`src/rtl/rr_arbiter8.sv`:
```
// Registered 8-requester round-robin arbiter with sticky grants.
// Optional hold limit compiled in with RR_ARBITER8_TIMEOUT_EN (parameter MAX_HOLD).
module rr_arbiter8 #(
  parameter int MAX_HOLD = 16
) (
  input  logic       clk,
  input  logic       reset,
  input  logic [7:0] req,
  output logic [7:0] gnt,
  output logic [2:0] gnt_id,
  output logic       gnt_valid,
  output logic       any_req
);

  typedef enum logic {S_IDLE, S_GRANT} state_t;

  state_t     r_state;
  logic [2:0] r_ptr;
  logic [7:0] w_cand;
  logic [3:0] w_pick;
  logic       w_release;
  logic       w_timeout;
  logic       w_new;

  // {found, index} of the first set bit searching v from p upward, mod 8
  function automatic logic [3:0] pick_first(input logic [7:0] v, input logic [2:0] p);
    logic [3:0] res;
    logic [2:0] ix;
    res = '0;
    for (int j = 7; j >= 0; j--) begin
      ix = p + 3'(j);
      if (v[ix]) res = {1'b1, ix};
    end
    return res;
  endfunction

  assign any_req = |req;

  // Owner is masked out; on release its bit is already low, when idle gnt is 0
  assign w_cand    = req & ~gnt;
  assign w_pick    = pick_first(w_cand, r_ptr);
  assign w_release = (r_state == S_GRANT) && !req[gnt_id];
  assign w_new     = w_pick[3] && ((r_state == S_IDLE) || w_release || w_timeout);

`ifdef RR_ARBITER8_TIMEOUT_EN
  logic [7:0] r_cnt;

  assign w_timeout = (r_state == S_GRANT) && (r_cnt == 8'(MAX_HOLD - 1)) && (|w_cand);

  // Saturates at MAX_HOLD-1 so a lone owner keeps the grant indefinitely
  always_ff @(posedge clk) begin
    if (reset || w_new)
      r_cnt <= '0;
    else if (r_state == S_GRANT && r_cnt != 8'(MAX_HOLD - 1))
      r_cnt <= r_cnt + 8'd1;
  end
`else
  assign w_timeout = 1'b0;
`endif

  always_ff @(posedge clk) begin
    if (reset) begin
      r_state   <= S_IDLE;
      r_ptr     <= '0;
      gnt       <= '0;
      gnt_id    <= '0;
      gnt_valid <= 1'b0;
    end else if (w_new) begin
      r_state   <= S_GRANT;
      r_ptr     <= w_pick[2:0] + 3'd1;
      gnt       <= 8'd1 << w_pick[2:0];
      gnt_id    <= w_pick[2:0];
      gnt_valid <= 1'b1;
    end else if (r_state == S_GRANT && w_release) begin
      r_state   <= S_IDLE;
      gnt       <= '0;
      gnt_id    <= '0;
      gnt_valid <= 1'b0;
    end
  end

endmodule

```
`config.mk`:
```
export PLATFORM = sky130hd
export DESIGN_NAME = rr_arbiter8
export DESIGN_NICKNAME = d
export VERILOG_FILES = /design/src/rtl/rr_arbiter8.sv
export SDC_FILE = /design/constraint.sdc
export NUM_CORES = 1
export LEC_CHECK = 0
export ABC_CLOCK_PERIOD_IN_PS = 9400
export CELL_PAD_IN_SITES_DETAIL_PLACEMENT = 0
export CELL_PAD_IN_SITES_GLOBAL_PLACEMENT = 2
export CORE_MARGIN = 3
export CORE_UTILIZATION = 37
export DETAILED_ROUTE_END_ITERATION = 16
export GPL_TIMING_DRIVEN = 0
export PLACE_DENSITY_LB_ADDON = 0.2
export SYNTH_ARGS = -nofsm -noshare
export SYNTH_HDL_FRONTEND = slang
export SYNTH_SLANG_ARGS = --single-unit
```
`constraint.sdc`:
```
create_clock -name clk -period 9.4 [get_ports clk]
set_clock_uncertainty 0.1 [all_clocks]
set_input_delay 2.35 -clock clk [delete_from_list [all_inputs] [get_ports clk]]
set_output_delay 2.35 -clock clk [all_outputs]
set_load 0.01 [all_outputs]
```
==> summary.txt <==
Synthesis
  • Synthesized cell area: 1710 um^2
  • Number of synthesis warnings: 0
  • Count leader, synth: nand2_1
  • Ys flop type: dfxtp_1
  • Post-synthesis sequential area ratio: around 18%
  • Commonest cells in the netlist: 20 x nand2_1, 15 x dfxtp_1, 14 x nor2_1, 11 x a21oi_1
  • EDFF count, synth: 0
  • Share of the synthesized area in the top cell type: 17.6%
  • Synth Area per Inst: around 9 um^2
  • Async SR Flop Fraction: 0%
  • Register bit total from synthesis: 15
  • Netlist cell types: 56
  • Syn Inst Count: between 150 and 200
  • Synth top area cells: dfxtp_1 18%, mux4_2 13%, mux2i_1 5.9%
  • Post-synthesis cell type with the largest combined area: dfxtp_1
  • Net Count, Synth: just over 200

Timing
  • RSZ-0062 raised after global routing: false
  • Slew Viols, Final: 0
  • Maximum clock rate: approximately 0.16 GHz
  • Worst-margin pin slew: 0.558 ns
  • Final setup violating endpoints: 0
  • Post-route minimum period: between 6 and 7 ns
  • Max-slew headroom: about three fifths
  • Crit share post-route: between 60% and 70%
  • Final hold viol count: 0
  • Setup TNS: 0 ns
  • Fin worst setup slack: 3.26 ns

Detailed routing
  • Vias: 1695
  • Vias per cell: roughly 6.3
  • Total Wirelength: 5110 um
  • Initial drt markers: 77
  • Post-DRT Antenna Nets: 0
  • DR DRC count: 0
  • Drt pass-1 iters: 4
  • WL per Instance: approximately 19 um

Cells and area
  • Area Growth Syn to Fin: 19.3%
  • N_diodes: 0
  • Layout Cells excl Fill: 269
  • Layout cells sized above 1: 14.7%
  • Nets: between 200 and 250

Placed design
  • RePlAce Congestion: between 0.8 and 0.9
  • Placed insts: 265
  • I/O Buffers: 22
  • Post-DP HPWL: just over 4000 um
  • Dpl ws: ~3.3 ns

Clock network
  • CTS sink cnt: 15
  • H-tree levels: 1
  • Maximum buffer depth of the clock tree: 2
  • Setup Buffers After CTS: 0
  • Root buffer cell: clkbuf_8
  • Clock-pin slew on the worst setup and hold paths: about 0.060 ns
  • Hold_buf cts: 0
  • Worst skew pair latency: approximately 0.25 ns
  • CTS Buf Count: 3
  • CTS tree: built
  • CTS resizes: 0

Pwr
  • Pwr Density: 390 nW/um^2
  • Clock power share: 6.4%
  • Sequential share of power: between 10% and 20%
  • Switching power total: ~0.40 mW
  • Switching share of power: ~50%
  • P_int: roughly 0.4 mW
  • Max VDD drop: between 0.15 and 0.2 mV
  • Total power: roughly 0.8 mW
  • LEAKAGE: around 0.77 nW
  • Gate power share: around 80%

Global routing
  • Antenna violations before repair: 0
  • Gr ovfl total: 0
  • Overall routing resource usage: 19.8%
  • Vias in the first global route: 1693
  • Largest net degree at the start of global routing: 11
  • First-pass GRT wire length: approximately 8300 um

Worst setup path
  • Critical Path Source Type: input port
  • Critical path class: in2out
  • Crit-path max FO: 4
  • WP data required: roughly 7.0 ns
  • Data arrival, critical path: ~3.7 ns
  • Worst setup EP type: output pin
  • Critical Path Start: req[4]
  • FF-to-FF Start: r_ptr[1]

Min path
  • Hold_sp: gnt_id[2]
  • Hold Path Class: reg2reg

Job
  • Max_cap viols: 0

Status
  • Status: finished clean

Floorplanning
  • Die Y: roughly 74 um
  • Ports: 23
  • Die Area: between 5000 and 6000 um^2
  • Core box area: about 4400 um^2
  • Row count: 24
  • Die width: 73.9 um
  • Initial Util: between 30% and 40%
[stage by stage]
stage,utilization [%],hold slack (ns),instance area [um^2]
after floorplan,-,0.439,1710
after global placement,45.2,0.413,1990
after detailed placement,45.2,0.404,1990
after CTS,46.2,0.435,2040
after global routing,46.2,0.453,2040
final,46.2,0.439,2040
[cells in the final DEF (no fill, tap or decap), types with 4 or more instances in the layout]
cell / netlist / layout
a211oi_1: 4 / 4
a21oi_1: 11 / 11
a22oi_1: 5 / 5
a32o_1: 6 / 6
and2_1: 4 / 4
clkbuf_1: 4 / 5
clkdlybuf4s50_1: 0 / 22
dfxtp_1: 15 / 15
ha_1: 4 / 4
inv_1: 7 / 7
mux2i_1: 10 / 10
mux4_2: 10 / 10
nand2_1: 20 / 20
nand2b_1: 8 / 8
nor2_1: 14 / 14
nor2b_1: 10 / 10
o22ai_1: 5 / 5
[kinds of logic after synthesis]
kind of cell	synth area share, %
AOI/OAI and AO/OA	24.3
and+or+nand+nor	22.1
adders and majority gates	2.93
xor gates and xnor gates	1.03
buffers and inverters	5.57
muxes	26.5
DFF	17.6
[power by group through the flow]
stage	clock, mW	sequential (mW)	combinational [mW]
global route	0.0538	0.114	0.695
floorplan	0	0.111	0.468
global placement	0	0.113	0.621
CTS	0.0518	0.112	0.630
detailed placement	0	0.113	0.626
finish	0.0511	0.111	0.634
[path summary, 6_finish.rpt]
| check | endpoint | slack [ns] | depth (start not counted) |
|---|---|---|---|
| max | any_req | 3.26 | 4 |
| min | gnt_id[2] | 0.44 | 1 |
| max reg2reg | r_ptr[2] | 5.69 | 13 |
| min reg2reg | gnt_id[2] | 0.44 | 1 |
[per-layer routing]
layer | share of wire (%) | vias up | GRT usage [%]
met4 | 2.0 | 0 | 7.65
met1 | 45 | 836 | 25.7
met5 | 0 | - | 0
met2 | 50 | 59 | 34.3
li1 | - | 790 | -
met3 | 3.6 | 10 | 1.35
[worst max-delay path: stages]
cell,delay (ns)
clkdlybuf4s50_1,0.49
nor4_1,0.28
nand2_1,0.08
clkdlybuf4s50_1,0.49
[state kept, by name (all words and copies together) (netlist names)]
name / cells
r_state: 1
r_ptr: 3
gnt: 8
gnt_id: 3
[area by class of cell]
type                    count  area (um^2)
repair buffers             22          220
clock buffers               4         45.0
plain buffers               9         58.8
multi-input cells         158         1310
flip-flops and latches     15          300
fillers                   436         2380
inverters                   9         36.3
well taps                  52         65.1
(Power assumes the default switching activity.)
